## src/rtl/gate_pkg.sv

```systemverilog
`default_nettype none
// ============================================================================
//  Module      : gate_pkg
//  Description : Shared types and default constants for the level-crossing
//                barrier actuator: FSM state encoding, default timing
//                parameters and a small constant-evaluation helper.
//  Revision    : 1.0  initial release
// ============================================================================
package gate_pkg;

    // Barrier actuator states. Explicit 3-bit encoding.
    typedef enum logic [2:0] {
        ST_UP       = 3'd0,
        ST_PREWARN  = 3'd1,
        ST_LOWERING = 3'd2,
        ST_DOWN     = 3'd3,
        ST_RAISING  = 3'd4,
        ST_FAULT    = 3'd5
    } gate_state_t;

    localparam int unsigned DEF_PREWARN_CYCLES = 8;
    localparam int unsigned DEF_TRAVEL_TIMEOUT = 32;
    localparam int unsigned DEF_FLASH_HALF     = 4;

    // Larger of two values, used to size the shared state timer.
    function automatic int unsigned max_u(input int unsigned a, input int unsigned b);
        return (a > b) ? a : b;
    endfunction

endpackage
`default_nettype wire

```

## src/rtl/gate_lamp_flasher.sv

```systemverilog
`default_nettype none
// ============================================================================
//  Module      : gate_lamp_flasher
//  Description : Warning-lamp flash generator. A phase counter runs over
//                2*FLASH_HALF cycles while enabled; the lamp is lit for the
//                first FLASH_HALF of them. restart_i forces phase 0 so the
//                cycle after a restart is a lit cycle.
//  Ports       : clk        system clock
//                rst_n      synchronous active-low reset
//                enable_i   flashing active (phase advances, lamp may light)
//                restart_i  load phase 0 on the next edge (priority over enable)
//                lamp_o     lamp drive
//  Revision    : 1.0  initial release
// ============================================================================
module gate_lamp_flasher #(
    parameter int unsigned FLASH_HALF = 4
) (
    input  logic clk,
    input  logic rst_n,
    input  logic enable_i,
    input  logic restart_i,
    output logic lamp_o
);

    localparam int PH_W = (FLASH_HALF > 1) ? $clog2(2 * FLASH_HALF) : 1;
    localparam logic [PH_W-1:0] PH_LAST = PH_W'(2 * FLASH_HALF - 1);
    localparam logic [PH_W-1:0] PH_HALF = PH_W'(FLASH_HALF);

    logic [PH_W-1:0] phase_q;
    logic [PH_W-1:0] phase_d;

    always_comb begin
        phase_d = phase_q;
        if (restart_i) begin
            phase_d = '0;
        end else if (enable_i) begin
            phase_d = (phase_q == PH_LAST) ? '0 : phase_q + 1'b1;
        end
    end

    always_ff @(posedge clk) begin
        if (!rst_n) begin
            phase_q <= '0;
        end else begin
            phase_q <= phase_d;
        end
    end

    assign lamp_o = enable_i && (phase_q < PH_HALF);

endmodule
`default_nettype wire

```

## src/rtl/crossing_gate_actuator.sv

```systemverilog
`default_nettype none
// ============================================================================
//  Module      : crossing_gate_actuator
//  Description : Barrier actuator for a level crossing. Converts the level
//                close command into prewarning, motor drive, lamp/bell and
//                gate status, supervises the limit switches and latches
//                travel or sensor faults until reset.
//  Config      : GATE_AUTO_RETRY_EN - when defined, the first travel timeout
//                restarts the same travel once after a one-cycle motor-off
//                gap; a second timeout faults.
//  Ports       : clk          system clock
//                rst_n        synchronous active-low reset
//                gate_cmd_i   1 = close, 0 = open (level)
//                lim_up_i     barrier fully-up switch
//                lim_down_i   barrier fully-down switch
//                motor_dn_o   drive barrier down
//                motor_up_o   drive barrier up
//                lamp_o       warning lamp
//                bell_o       warning bell
//                gate_down_o  barrier confirmed down
//                gate_up_o    barrier confirmed up
//                fault_o      sticky fault
//  Revision    : 1.0  initial release
// ============================================================================
module crossing_gate_actuator
    import gate_pkg::*;
#(
    parameter int unsigned PREWARN_CYCLES = DEF_PREWARN_CYCLES,
    parameter int unsigned TRAVEL_TIMEOUT = DEF_TRAVEL_TIMEOUT,
    parameter int unsigned FLASH_HALF     = DEF_FLASH_HALF
) (
    input  logic clk,
    input  logic rst_n,
    input  logic gate_cmd_i,
    input  logic lim_up_i,
    input  logic lim_down_i,
    output logic motor_dn_o,
    output logic motor_up_o,
    output logic lamp_o,
    output logic bell_o,
    output logic gate_down_o,
    output logic gate_up_o,
    output logic fault_o
);

    localparam int TMR_W = $clog2(max_u(PREWARN_CYCLES, TRAVEL_TIMEOUT) + 1);
    localparam logic [TMR_W-1:0] PW_LAST = TMR_W'(PREWARN_CYCLES - 1);
    localparam logic [TMR_W-1:0] TT_LAST = TMR_W'(TRAVEL_TIMEOUT - 1);
    localparam logic [TMR_W-1:0] TMR_MAX = '1;

    gate_state_t      state_q, state_d;
    logic [TMR_W-1:0] timer_q, timer_d;
    logic             travel_to;
    logic             timer_run;
    logic             motor_en;
    logic             flash_en;
    logic             flash_restart;
    logic             flash_lamp;

`ifdef GATE_AUTO_RETRY_EN
    logic retry_q, retry_d;
    // gap_q marks the single motor-off cycle between a timed-out travel and its retry.
    logic gap_q, gap_d;
    assign motor_en = !gap_q;
`else
    assign motor_en = 1'b1;
`endif

    // The timer is held at zero through the retry gap so the retried travel
    // gets the full timeout window.
    assign timer_run = ((state_q == ST_PREWARN) || (state_q == ST_LOWERING) ||
                        (state_q == ST_RAISING)) && motor_en;

    always_comb begin
        state_d   = state_q;
        timer_d   = timer_q;
        travel_to = 1'b0;
`ifdef GATE_AUTO_RETRY_EN
        retry_d   = retry_q;
        gap_d     = 1'b0;
`endif
        if (timer_run && (timer_q != TMR_MAX)) begin
            timer_d = timer_q + 1'b1;
        end

        case (state_q)
            ST_UP: begin
                if (gate_cmd_i)     state_d = ST_PREWARN;
                else if (!lim_up_i) state_d = ST_RAISING;
            end
            ST_PREWARN: begin
                if (!gate_cmd_i)            state_d = ST_UP;
                else if (timer_q == PW_LAST) state_d = ST_LOWERING;
            end
            ST_LOWERING: begin
                // A dropped command is ignored here; DOWN will raise afterwards.
                if (lim_down_i)              state_d = ST_DOWN;
                else if (timer_q == TT_LAST) travel_to = 1'b1;
            end
            ST_DOWN: begin
                if (!gate_cmd_i) state_d = ST_RAISING;
            end
            ST_RAISING: begin
                // Safety reversal straight back to lowering, no prewarn.
                if (gate_cmd_i)              state_d = ST_LOWERING;
                else if (lim_up_i)           state_d = ST_UP;
                else if (timer_q == TT_LAST) travel_to = 1'b1;
            end
            ST_FAULT: begin
                state_d = ST_FAULT;
            end
            default: begin
                state_d = ST_FAULT;
            end
        endcase

        if (travel_to) begin
`ifdef GATE_AUTO_RETRY_EN
            if (retry_q) begin
                state_d = ST_FAULT;
            end else begin
                retry_d = 1'b1;
                gap_d   = 1'b1;
                timer_d = '0;
            end
`else
            state_d = ST_FAULT;
`endif
        end

        // Both limit switches at once is physically impossible: treat as a
        // sensor fault ahead of every other transition.
        if (lim_up_i && lim_down_i) begin
            state_d = ST_FAULT;
        end

        if (state_d != state_q) begin
            timer_d = '0;
`ifdef GATE_AUTO_RETRY_EN
            gap_d   = 1'b0;
`endif
        end

`ifdef GATE_AUTO_RETRY_EN
        if ((state_d == ST_DOWN) || (state_d == ST_UP)) begin
            retry_d = 1'b0;
        end
`endif
    end

    always_ff @(posedge clk) begin
        if (!rst_n) begin
            state_q <= ST_UP;
            timer_q <= '0;
`ifdef GATE_AUTO_RETRY_EN
            retry_q <= 1'b0;
            gap_q   <= 1'b0;
`endif
        end else begin
            state_q <= state_d;
            timer_q <= timer_d;
`ifdef GATE_AUTO_RETRY_EN
            retry_q <= retry_d;
            gap_q   <= gap_d;
`endif
        end
    end

    // Flash phase restarts on every entry to PREWARN and otherwise runs
    // uninterrupted through the travel and down states.
    assign flash_restart = (state_d == ST_PREWARN) && (state_q != ST_PREWARN);
    assign flash_en      = (state_q == ST_PREWARN) || (state_q == ST_LOWERING) ||
                           (state_q == ST_DOWN)    || (state_q == ST_RAISING);

    gate_lamp_flasher #(
        .FLASH_HALF (FLASH_HALF)
    ) u_flasher (
        .clk       (clk),
        .rst_n     (rst_n),
        .enable_i  (flash_en),
        .restart_i (flash_restart),
        .lamp_o    (flash_lamp)
    );

    // Motor outputs come from mutually exclusive states, so both can never be 1.
    assign motor_dn_o  = (state_q == ST_LOWERING) && motor_en;
    assign motor_up_o  = (state_q == ST_RAISING)  && motor_en;
    assign lamp_o      = (state_q == ST_FAULT) || flash_lamp;
    assign bell_o      = (state_q == ST_PREWARN) || (state_q == ST_LOWERING) ||
                         (state_q == ST_FAULT);
    assign gate_down_o = (state_q == ST_DOWN);
    assign gate_up_o   = (state_q == ST_UP) && lim_up_i;
    assign fault_o     = (state_q == ST_FAULT);

endmodule
`default_nettype wire

```

## config.mk

```make
export PLATFORM = sky130hd
export DESIGN_NAME = crossing_gate_actuator
export DESIGN_NICKNAME = d
export VERILOG_FILES = /design/src/rtl/gate_pkg.sv /design/src/rtl/gate_lamp_flasher.sv /design/src/rtl/crossing_gate_actuator.sv
export SDC_FILE = /design/constraint.sdc
export NUM_CORES = 1
export LEC_CHECK = 0
export CAP_MARGIN = 0
export CORE_AREA = 5 5 52 54
export DETAILED_ROUTE_END_ITERATION = 10
export DIE_AREA = 0 0 57 59
export DONT_BUFFER_PORTS = 1
export SYNTH_ARGS = -nofsm -noshare
export SYNTH_HDL_FRONTEND = slang
export SYNTH_SLANG_ARGS = --single-unit
```

## constraint.sdc

```tcl
create_clock -name clk -period 2.26 [get_ports clk]
set_input_delay 0.452 -clock clk [delete_from_list [all_inputs] [get_ports clk]]
set_output_delay 0.452 -clock clk [all_outputs]
set_load 0.005 [all_outputs]
```

==> results by group <==
Critical path
  – WP data required: 1.81 ns
  – Critical path's slowest cell: dfxtp_1
  – CP startpoint: state_q[1]
  – CP max FO: 15
  – Startpoint types: register
  – R2R depth: 5
  – RR Endpoint: timer_q[0]
  – CP arrival: 1.57 ns
  – Crit-path cells: or3b_2, nand2_1
  – Slowest cell delay on critical path: 0.65 ns
  – Reg-to-reg startpoint: state_q[1]
  – Worst setup EP type: output pin
  – Setup CP Type: register to output pin
  – Reg2reg setup slack: 0.29 ns

Clock network
  – TritonCTS clock tree: done
  – Clk Latency, worst-skew pair: 0.26 ns
  – Num CTS Buffers: 3
  – Htree depth: 1
  – Sink Count: 12
  – Root buf cell: clkbuf_4
  – Cts hold-fix bufs: 0
  – Post-CTS Setup Bufs: 0
  – Post_cts resized: 0
  – Max Root-Sink Buffers: 2
  – Clock transition at the registers of the reported paths: 0.07 ns

Die
  – Die area: 3360 µm²
  – Core Box Area: 2170 µm²
  – Number of I/O pins: 12
  – Initial core utilization: 42.4%
  – Row cnt: 17
  – Die height: 59 µm
  – Die W: 57 µm

STA
  – Final setup vio count: 0
  – Relative slew slack: 63.9%
  – Peak Freq: 0.494 GHz
  – Final Critical Period: 2.03 ns
  – Fin. max-slew vios: 0
  – RSZ-0062 raised after global routing: no
  – Final period util: 89.6%
  – Tightest Pin Transition: 0.540 ns
  – Setup TNS: 0 ns
  – Worst Skew: 0.00490 ns
  – Fin. Hold Viols: 0
  – Final worst-path setup slack: 0.234 ns

Global routing
  – First-pass GRT wire length: 3.15 mm
  – Number of antenna violations at the first check in global routing: 0
  – Total Routing Usage GR: 11.8%
  – Number of global-route vias before repair: 730
  – Largest net degree at the start of global routing: 19
  – Grt ovf: 0

Synth
  – Seq cells post-synth: 12
  – Library cells used by synthesis: 42
  – Syn_nets: 119
  – Synthesized area: 920 µm²
  – Synth async-reset ratio: 0%
  – Post-synth EDFFs: 0
  – Synth warnings: 0
  – Avg Synthesized Cell Area: 8.28 µm²
  – Register area share after synthesis: 26.1%
  – Main synth FF type: dfxtp_1
  – Cells after synthesis: 111

Routing
  – 1st-pass router iterations: 4
  – Initial drt markers: 8
  – Post-route ant nets: 0
  – DR WL/cell: 14.1 µm
  – Vias after detailed routing: 794
  – DR vias/cell: 5.71
  – DRC: 0
  – Final WL: 1.96 mm

Placed design
  – Hpwl dp: 1.55 mm
  – RePlAce Congestion: 0.878
  – Port Buffers: 0
  – Placed cell areas: 920 µm²
  – DP Worst Slack: 0.291 ns

Pwr
  – Tot Pwr: 526 µW
  – Worst VDD drop: 0.389 mV
  – Pwr Density: 550 nW/µm²
  – Pleak: 0.000423 µW

Hold path
  – Worst min-delay path class: input pin to register
  – Hold EP: state_q[1]
  – Hold Path Origin: rst_n
  – Worst hold stages: 1

Final layout
  – Area delta synth->final: 3.95%
  – Util after Layout: 44.1%
  – Final Cell Area: 956 µm²
  – Final nets: 120
  – ANT cells: 0
  – Share of layout cells above drive strength 1: 18.9%

Flow run
  – Max cap viols: 0

Status
  – Outcome: completed
[kinds of logic (layout without fill, tap and decap cells)]
group                    count (synthesis)  in the layout  share of synthesized area [%]
AO/OA/AOI/OAI                           26             26                           21.2
buffers and inverters                   13             13                           8.30
flip-flops                              12             12                           26.1
multiplexers                             4              4                           4.35
AND/OR/NAND/NOR                         49             49                           32.1
adder cells (fa/ha/maj)                  3              3                           4.08
XOR/XNOR                                 4              4                           3.81
[per-layer routing]
metal / vias up / routed length [µm] / global-route usage (%)
li1: 411 / - / -
met1: 361 / 917 / 13.5
met2: 20 / 855 / 19.4
met3: 2 / 172 / 6.10
met4: 0 / 10 / 2.98
met5: - / 0 / 0
[sequential cells by signal, indices dropped and copies added, names as in the netlist]
register,flops
state_q,3
timer_q,6
u_flasher.phase_q,3
[critical path, delay by kind of cell (launching register included)]
family           cells  cell delay, ns
DFF                  1            0.65
and+or+nand+nor      2            0.66
[cell usage after synthesis, drive strengths merged, types with 2 or more instances]
master | instances | share of area, %
dfxtp | 12 | 26
o21ai | 6 | 3.7
and3b | 2 | 2.0
a41o | 2 | 2.4
inv | 7 | 2.9
nand3 | 3 | 1.6
nor3 | 8 | 4.4
and2 | 2 | 1.8
o211a | 2 | 2.2
nor2 | 11 | 4.5
nand2 | 5 | 2.0
a21oi | 6 | 3.3
mux2i | 4 | 4.4
xor2 | 3 | 2.9
buf | 6 | 5.4
and3 | 10 | 7.3
ha | 3 | 4.1
nor4b | 2 | 3.5
[power by group]
group          internal, µW  switching, µW  total [µW]
logic                  55.0           66.5         121
clock network          97.7           64.4         162
registers               223           19.8         242
total                   375            151         526
[worst max path at each step]
stage / to / slack, ns / cells past startpoint
final: bell_o / 0.23 / 2
after global routing: timer_q[5] / 0.07 / 5
after CTS: lamp_o / 0.22 / 4
after detailed placement: timer_q[0] / 0.29 / 5
after global placement: timer_q[2] / 0.34 / 5
after floorplan: timer_q[0] / 0.50 / 6
[cell usage in the layout (no fill, tap or decap), types with 2 or more instances in the layout]
| master | n |
|---|---|
| and3_2 | 4 |
| o211a_1 | 2 |
| clkbuf_4 | 3 |
| mux2i_1 | 4 |
| and3_1 | 6 |
| o21ai_0 | 5 |
| nor2_1 | 11 |
| buf_4 | 2 |
| inv_1 | 7 |
| xor2_1 | 3 |
| ha_1 | 3 |
| a41o_2 | 2 |
| dfxtp_1 | 12 |
| nor3_1 | 8 |
| nand2_1 | 5 |
| nand3_1 | 3 |
| a21oi_1 | 6 |
[cell type report]
class                      count  area [µm²]
clock buffer                   4        36.3
fill                         237        1210
inverter                       7        26.3
multi-input combinational     86         603
sequential                    12         240
tap                           28        35.0
timing repair buffer           2        15.0
[through the flow]
stage,cells,hold WS (ns)
detailed placement,135,0.482
finish,139,0.365
global route,139,0.348
CTS,139,0.358
floorplan,111,0.450
global placement,135,0.472
(Power assumes the default switching activity.)
